### config.mk
export PLATFORM = sky130hd
export DESIGN_NAME = prefetch_unit_flat
export DESIGN_NICKNAME = d
export VERILOG_FILES = /design/src/rtl/prefetch_if.sv /design/src/rtl/prefetch_unit.sv /design/src/flat_wrapper.sv
export SDC_FILE = /design/constraint.sdc
export NUM_CORES = 1
export LEC_CHECK = 0
export CAP_MARGIN = 10
export CORE_ASPECT_RATIO = 0.5
export CORE_MARGIN = 8
export CORE_UTILIZATION = 45
export DETAILED_ROUTE_END_ITERATION = 12
export PLACE_DENSITY = 0.71
export SLEW_MARGIN = 25
export SYNTH_ARGS = -nofsm -noshare
export SYNTH_HDL_FRONTEND = slang
export SYNTH_SLANG_ARGS = --single-unit
### constraint.sdc
create_clock -name CLK -period 2.9 [get_ports CLK]
set_clock_uncertainty 0.2 [all_clocks]
set_input_delay 0.58 -clock CLK [delete_from_list [all_inputs] [get_ports CLK]]
set_output_delay 0.58 -clock CLK [all_outputs]
set_load 0.01 [all_outputs]
### src/rtl/prefetch_if.sv
// -----------------------------------------------------------------------------
// prefetch_if
// Bundles the instruction-memory and decode-side signals of the prefetch unit.
//   master : the prefetch unit. It drives the fetch request and the queue head.
//   slave  : the environment (memory plus decode). It drives the memory
//            response, redirect and stall.
// Signals:
//   ihit, imemload          memory response for imemaddr
//   imemREN, imemaddr       fetch request and fetch address
//   redirect, redirect_pc   flush the queue and restart fetch at redirect_pc
//   stall                   decode cannot take the head entry
//   out_valid, out_instr, out_pc, out_npc   queue head
//   halt                    a halt instruction was dequeued (sticky)
//   count                   number of occupied queue entries
// -----------------------------------------------------------------------------
interface prefetch_if #(
    parameter int DEPTH = 4
) ();
    localparam int CW = $clog2(DEPTH) + 1;

    logic          ihit;
    logic [31:0]   imemload;
    logic          imemREN;
    logic [31:0]   imemaddr;
    logic          redirect;
    logic [31:0]   redirect_pc;
    logic          stall;
    logic          out_valid;
    logic [31:0]   out_instr;
    logic [31:0]   out_pc;
    logic [31:0]   out_npc;
    logic          halt;
    logic [CW-1:0] count;

    modport master (
        input  ihit, imemload, redirect, redirect_pc, stall,
        output imemREN, imemaddr, out_valid, out_instr, out_pc, out_npc,
               halt, count
    );

    modport slave (
        output ihit, imemload, redirect, redirect_pc, stall,
        input  imemREN, imemaddr, out_valid, out_instr, out_pc, out_npc,
               halt, count
    );
endinterface

### src/rtl/prefetch_unit.sv
// -----------------------------------------------------------------------------
// prefetch_unit
// Instruction prefetcher. It fetches sequential words into a small circular
// queue and presents the oldest entry to decode. A redirect flushes the queue
// and restarts fetch. A fetched halt word (opcode 6'b111111) stops further
// requests. When that word is dequeued, the unit raises halt and parks in
// DONE until reset.
//
// Ports:
//   CLK   single clock; all state changes on its rising edge
//   nRST  asynchronous active-low reset
//   bus   prefetch_if.master (memory request/response, redirect, stall,
//         queue head, halt, count)
//
// Parameters:
//   PC_INIT  fetch address after reset
//   DEPTH    number of queue entries (power of two, >= 2)
//
// Optional feature:
//   PREFETCH_JPREDECODE_EN  When this macro is defined, a pushed J-format word
//                           (opcode 6'b000010) steers fetch_pc straight to the
//                           jump target. The J word is still enqueued.
// -----------------------------------------------------------------------------
module prefetch_unit #(
    parameter logic [31:0] PC_INIT = 32'h0,
    parameter int          DEPTH   = 4
) (
    input  logic      CLK,
    input  logic      nRST,
    prefetch_if.master bus
);
    localparam int PW = $clog2(DEPTH);
    localparam int CW = PW + 1;
    localparam logic [CW-1:0] FULL_COUNT = CW'(DEPTH);
    localparam logic [5:0]    OP_HALT    = 6'b111111;

    typedef enum logic [1:0] {
        FETCH  = 2'd0,
        HALTED = 2'd1,
        DONE   = 2'd2
    } state_t;

    state_t         state_q, state_d;
    logic [31:0]    fetch_pc_q, fetch_pc_d;
    logic [PW-1:0]  head_q, head_d;
    logic [PW-1:0]  tail_q, tail_d;
    logic [CW-1:0]  count_q, count_d;
    logic           halt_q, halt_d;

    logic [31:0]    pc_mem_q    [DEPTH];
    logic [31:0]    instr_mem_q [DEPTH];

    logic           imem_ren;
    logic           head_valid;
    logic           push;
    logic           pop;
    logic [31:0]    fetch_pc_plus4;
    logic [31:0]    push_next_pc;
    logic [31:0]    head_instr;
    logic [31:0]    head_pc;

    // The request is masked while reset is held. This keeps imemREN low
    // during reset even though the reset state itself is FETCH with an
    // empty queue.
    assign imem_ren   = nRST && (state_q == FETCH) && (count_q < FULL_COUNT);
    assign head_valid = (state_q != DONE) && (count_q != '0);
    assign push       = bus.ihit && imem_ren && !bus.redirect;
    assign pop        = head_valid && !bus.stall && !bus.redirect;

    assign head_instr = instr_mem_q[head_q];
    assign head_pc    = pc_mem_q[head_q];

    assign fetch_pc_plus4 = fetch_pc_q + 32'd4;

    // Address that fetch moves to after a successful push.
    always_comb begin
        push_next_pc = fetch_pc_plus4;
`ifdef PREFETCH_JPREDECODE_EN
        if (bus.imemload[31:26] == 6'b000010) begin
            push_next_pc = {fetch_pc_plus4[31:28], bus.imemload[25:0], 2'b00};
        end
`endif
    end

    // Next-state logic. A redirect outside DONE overrides push, pop and halt
    // detection in the same cycle. The pop update comes after the push
    // update, so a dequeued halt (DONE) wins over a newly fetched one
    // (HALTED).
    always_comb begin
        state_d    = state_q;
        fetch_pc_d = fetch_pc_q;
        head_d     = head_q;
        tail_d     = tail_q;
        count_d    = count_q;
        halt_d     = halt_q;

        if (bus.redirect && (state_q != DONE)) begin
            state_d    = FETCH;
            fetch_pc_d = bus.redirect_pc;
            head_d     = '0;
            tail_d     = '0;
            count_d    = '0;
        end else begin
            if (push) begin
                tail_d     = tail_q + PW'(1);
                fetch_pc_d = push_next_pc;
                if (bus.imemload[31:26] == OP_HALT) begin
                    state_d = HALTED;
                end
            end
            if (pop) begin
                head_d = head_q + PW'(1);
                if (head_instr[31:26] == OP_HALT) begin
                    halt_d  = 1'b1;
                    state_d = DONE;
                end
            end
            count_d = count_q + CW'(push) - CW'(pop);
        end
    end

    always_ff @(posedge CLK or negedge nRST) begin
        if (!nRST) begin
            state_q    <= FETCH;
            fetch_pc_q <= PC_INIT;
            head_q     <= '0;
            tail_q     <= '0;
            count_q    <= '0;
            halt_q     <= 1'b0;
            for (int i = 0; i < DEPTH; i++) begin
                pc_mem_q[i]    <= '0;
                instr_mem_q[i] <= '0;
            end
        end else begin
            state_q    <= state_d;
            fetch_pc_q <= fetch_pc_d;
            head_q     <= head_d;
            tail_q     <= tail_d;
            count_q    <= count_d;
            halt_q     <= halt_d;
            if (push) begin
                pc_mem_q[tail_q]    <= fetch_pc_q;
                instr_mem_q[tail_q] <= bus.imemload;
            end
        end
    end

    assign bus.imemREN   = imem_ren;
    assign bus.imemaddr  = fetch_pc_q;
    assign bus.out_valid = head_valid;
    assign bus.out_instr = head_instr;
    assign bus.out_pc    = head_pc;
    assign bus.out_npc   = head_pc + 32'd4;
    assign bus.halt      = halt_q;
    assign bus.count     = count_q;
endmodule
### src/flat_wrapper.sv
// flat-port wrapper written by rule: the top's interface ports become plain ports
module prefetch_unit_flat 
#(
    parameter logic [31:0] PC_INIT = 32'h0,
    parameter int          DEPTH   = 4
)
  (CLK, nRST, bus_ihit, bus_imemload, bus_redirect, bus_redirect_pc, bus_stall, bus_imemREN, bus_imemaddr, bus_out_valid, bus_out_instr, bus_out_pc, bus_out_npc, bus_halt, bus_count);
  prefetch_if #(.DEPTH(DEPTH)) bus_i ();
  input  logic CLK;
  input  logic nRST;
  input wire logic [$bits(bus_i.ihit)-1:0] bus_ihit;
  input wire logic [$bits(bus_i.imemload)-1:0] bus_imemload;
  input wire logic [$bits(bus_i.redirect)-1:0] bus_redirect;
  input wire logic [$bits(bus_i.redirect_pc)-1:0] bus_redirect_pc;
  input wire logic [$bits(bus_i.stall)-1:0] bus_stall;
  output wire logic [$bits(bus_i.imemREN)-1:0] bus_imemREN;
  output wire logic [$bits(bus_i.imemaddr)-1:0] bus_imemaddr;
  output wire logic [$bits(bus_i.out_valid)-1:0] bus_out_valid;
  output wire logic [$bits(bus_i.out_instr)-1:0] bus_out_instr;
  output wire logic [$bits(bus_i.out_pc)-1:0] bus_out_pc;
  output wire logic [$bits(bus_i.out_npc)-1:0] bus_out_npc;
  output wire logic [$bits(bus_i.halt)-1:0] bus_halt;
  output wire logic [$bits(bus_i.count)-1:0] bus_count;
  assign bus_i.ihit = bus_ihit;
  assign bus_i.imemload = bus_imemload;
  assign bus_i.redirect = bus_redirect;
  assign bus_i.redirect_pc = bus_redirect_pc;
  assign bus_i.stall = bus_stall;
  assign bus_imemREN = bus_i.imemREN;
  assign bus_imemaddr = bus_i.imemaddr;
  assign bus_out_valid = bus_i.out_valid;
  assign bus_out_instr = bus_i.out_instr;
  assign bus_out_pc = bus_i.out_pc;
  assign bus_out_npc = bus_i.out_npc;
  assign bus_halt = bus_i.halt;
  assign bus_count = bus_i.count;
  prefetch_unit #(.PC_INIT(PC_INIT), .DEPTH(DEPTH)) u_core (.CLK(CLK), .nRST(nRST), .bus(bus_i));
endmodule
==> results.sh <==
export IMPL_area_growth_pct=35.6
export IMPL_globalplace_congestion=0.805
export IMPL_place_inst=1637
export IMPL_hpwl_um=25100
export IMPL_timing_final_ws_setup_ns=-0.692
export IMPL_drtIter0Drc=579
export IMPL_synthTopCellsByArea="dfrtp_1 (54%), mux2_2 (19%), mux4_2 (10%)"
export IMPL_synth_seq_cells=298
export IMPL_rsz0062_at_grt="yes"
export IMPL_crit_fanout=8
export IMPL_power_frac_clock_pct=20.8
export IMPL_hold_slack_ns=0.276
export IMPL_antenna_found_initial=0
export IMPL_clock_latency_ns=0.56
export IMPL_route_met3_wl_um=1450
export IMPL_drive_above_1_share_pct=47.9
export IMPL_cts_buffers=28
export IMPL_crit_type="reg2out"
export IMPL_cts_root_buf="clkbuf_16"
export IMPL_grt_overflow=0
export IMPL_drc_errors=0
export IMPL_syn_area_per_cell_um2=13.8
export IMPL_firstDrtPassIters=5
export IMPL_place_area_um2=17200
export IMPL_async_flop_share_pct=100
export IMPL_critPathCaptureType="output pin"
export IMPL_max_cap_violations=0
export IMPL_hold_class="reg2reg"
export IMPL_die_x_um=264
export IMPL_instances_no_fill=1734
export IMPL_status="finished with violations"
export IMPL_cp_cell_sequence="clkbuf_16, mux4_2, nand2_1, nor4_4, buf_4, buf_6, nand4_1, xnor2_2, buf_2"
export IMPL_crit_family="buffers and inverters"
export IMPL_synth_fp_nets=1083
export IMPL_ant_nets=0
export IMPL_rows=45
export IMPL_worst_slew_pin_slew_ns=0.764
export IMPL_numClockSinks=298
export IMPL_p_per_area_nw_per_um2=952
export IMPL_yosys_cell_types_count=44
export IMPL_fmaxAchievable_ghz=0.278
export IMPL_setup_viol_count_final=82
export IMPL_layout_nets=1392
export IMPL_highest_layer="met4"
export IMPL_fin_crit_sh_pct=124
export IMPL_cts_tree="yes"
export IMPL_dr_wl_met2_um=19600
export IMPL_violations="setup timing"
export IMPL_slew_viol_final=0
export IMPL_cp_start_kind="flop"
export IMPL_hold_violations=0
export IMPL_grt_pass1_vias=10558
export IMPL_ir_drop_v=0.000504
export IMPL_leakagePower_nw=8.65
export IMPL_relSlewSlack_pct=49.1
export IMPL_die_h_um=140
export IMPL_viasPerCell=5.55
export IMPL_p_int_mw=12.3
export IMPL_final_cell_area_um2=18800
export IMPL_crit_required_ns=2.12
export IMPL_grt_usage_pct=20.0
export IMPL_synth_warnings=0
export IMPL_synth_cells=1005
export IMPL_comb_power_share_pct=45.5
export IMPL_p_switching_mw=5.61
export IMPL_start_util_pct=45.7
export IMPL_cp_num_buf_inv=4
export IMPL_synth_edf_count=0
export IMPL_drt_total_wl_um=37600
export IMPL_io_buffers=202
export IMPL_drt_met1_wl_um=15300
export IMPL_wl_per_cell_um=21.7
export IMPL_grt_pass1_wl_um=59600
export IMPL_swShare_pct=31.3
export IMPL_synthesis_area_um2=13900
export IMPL_max_stage_delay_ns=0.53
export IMPL_ys_seq_area_share_pct=53.7
export IMPL_grt_max_degree=170
export IMPL_cts_max_level=1
export IMPL_dieArea_um2=37000
export IMPL_antenna_cells=0
export IMPL_synth_top_area_share_pct=53.7
export IMPL_core_region_area_um2=30300
export IMPL_period_minus_slack_ns=3.59
export IMPL_io_pins=203
export IMPL_vias=9622
export IMPL_clockBufferDepth=3
export IMPL_seq_power_share_pct=33.7
export IMPL_worstPathArrival_ns=2.81
export IMPL_cts_reportedPaths_clkPinSlew_ns=0.06
export IMPL_synth_ff_type="dfrtp_1"
export IMPL_synth_top_cell_by_area="dfrtp_1"
export IMPL_critPathSlowestCell="dfrtp_4"
[layout by cell type, fill, tap and decap left out, types with 6 or more instances in the layout]
cell type,n
inv_1,15
nor4_1,13
xnor2_1,25
nor3_1,7
buf_12,19
ha_1,7
nand3_2,6
dfrtp_1,296
buf_6,93
clkdlybuf4s50_1,105
buf_2,49
clkinv_2,6
nand3_1,14
a21oi_1,8
clkbuf_16,30
clkbuf_1,8
nand4_1,19
xnor2_2,20
nand2_4,8
nand2_1,66
buf_4,68
xor2_1,6
nor2_1,19
and2_1,7
mux2_2,233
mux4_2,64
o21ai_0,42
[timing repair]
item | 4_1_cts | 5_1_grt
pin swaps | 10 | 22
gates cloned | 2 | 1
setup endpoints to repair | 96 | 91
hold endpoints to repair | 45 | 0
gates resized for setup | 439 | 85
hold buffers | 1 | 0
setup buffers | 25 | 22
[synth_stat cells, types with 2 or more instances]
master and instances:
and4_1 5, nor2_1 22, inv_1 16, or3_1 2, buf_2 13, clkbuf_1 21
a21oi_1 8, nor3_1 8, ha_1 8, a31oi_1 5, or4_1 2, nand4_1 19
nor4_1 14, nor4_4 3, o21ai_0 42, mux2i_1 2, nor2b_1 2, o31ai_1 2
and2_1 9, nand3_1 23, mux2_2 233, buf_1 26, xnor2_1 45, o221a_2 2
dfrtp_1 298, mux4_2 64, buf_4 8, and3_1 5, xor2_1 7, nand2_1 77
[tightest hold or removal path, cell delays in order (launching register included)]
cell	delay, ns
dfrtp_1	0.34
nand2_1	0.05
o21ai_0	0.06
[per-layer routing]
layer  vias up  track usage [%]
met5         -                0
met4         0             6.60
met3        80             3.06
met2       205             35.9
met1      5053             24.8
li1       4284                -
[flip-flops by register name (all words and copies together) (netlist names)]
register	count
u_core.head_q	2
u_core.bus.imemaddr	32
u_core.bus.halt	1
u_core.tail_q	2
u_core.pc_mem_q	128
u_core.instr_mem_q	128
u_core.state_q	2
u_core.bus.count	3
[per-stage QoR]
stage          power, mW  setup WS [ns]  utilization [%]  setup TNS, ns
2_1_floorplan       9.78        -0.0804                -         -0.429
3_3_place_gp        13.4         -0.555             56.7         -16.33
3_5_place_dp        13.6         -0.598             56.7         -17.79
4_1_cts             17.5         -0.819             60.7         -27.69
5_1_grt             18.8         -0.835             62.0         -39.60
6_report            17.9         -0.692             62.0         -32.63
[final timing paths]
check | from | to | slack [ns] | cells past startpoint
worst max register to register | u_core.head_q[0] | u_core.bus.halt | 0.12 | 10
worst max-delay path | u_core.head_q[0] | bus_out_npc[31] | -0.69 | 9
worst min register to register | u_core.pc_mem_q[45] | u_core.pc_mem_q[45] | 0.28 | 2
max in group asynchronous | nRST | u_core.head_q[0] | 0.58 | 5
min in group asynchronous | nRST | u_core.instr_mem_q[103] | 0.50 | 3
worst min-delay path | u_core.pc_mem_q[45] | u_core.pc_mem_q[45] | 0.28 | 2
[cell type report]
type	count	area, um^2
fill	2271	11500
sequential	298	7460
multi-input combinational	621	6400
timing repair buffer	348	3470
clock buffer	41	811
tap	399	499
clock inverter	10	105
inverter	17	63.8
[cells by family after synthesis]
group / Yosys count / synth area share (%)
AOI/OAI and AO/OA: 65 / 2.67
xor gates and xnor gates: 52 / 3.28
adders and majority gates: 9 / 0.866
buffers and inverters: 86 / 2.67
DFF: 298 / 53.7
muxes: 299 / 29.4
and+or+nand+nor: 196 / 7.32
[power by group through the flow]
| stage | Clock [mW] | Sequential [mW] | Combinational, mW |
|---|---|---|---|
| floorplan | 0 | 5.85 | 3.94 |
| global placement | 0 | 5.99 | 7.36 |
| detailed placement | 0 | 6.09 | 7.51 |
| CTS | 3.78 | 6.02 | 7.69 |
| global route | 3.97 | 6.19 | 8.66 |
| finish | 3.72 | 6.04 | 8.14 |
Note: power is estimated with default switching activity, not from simulation.
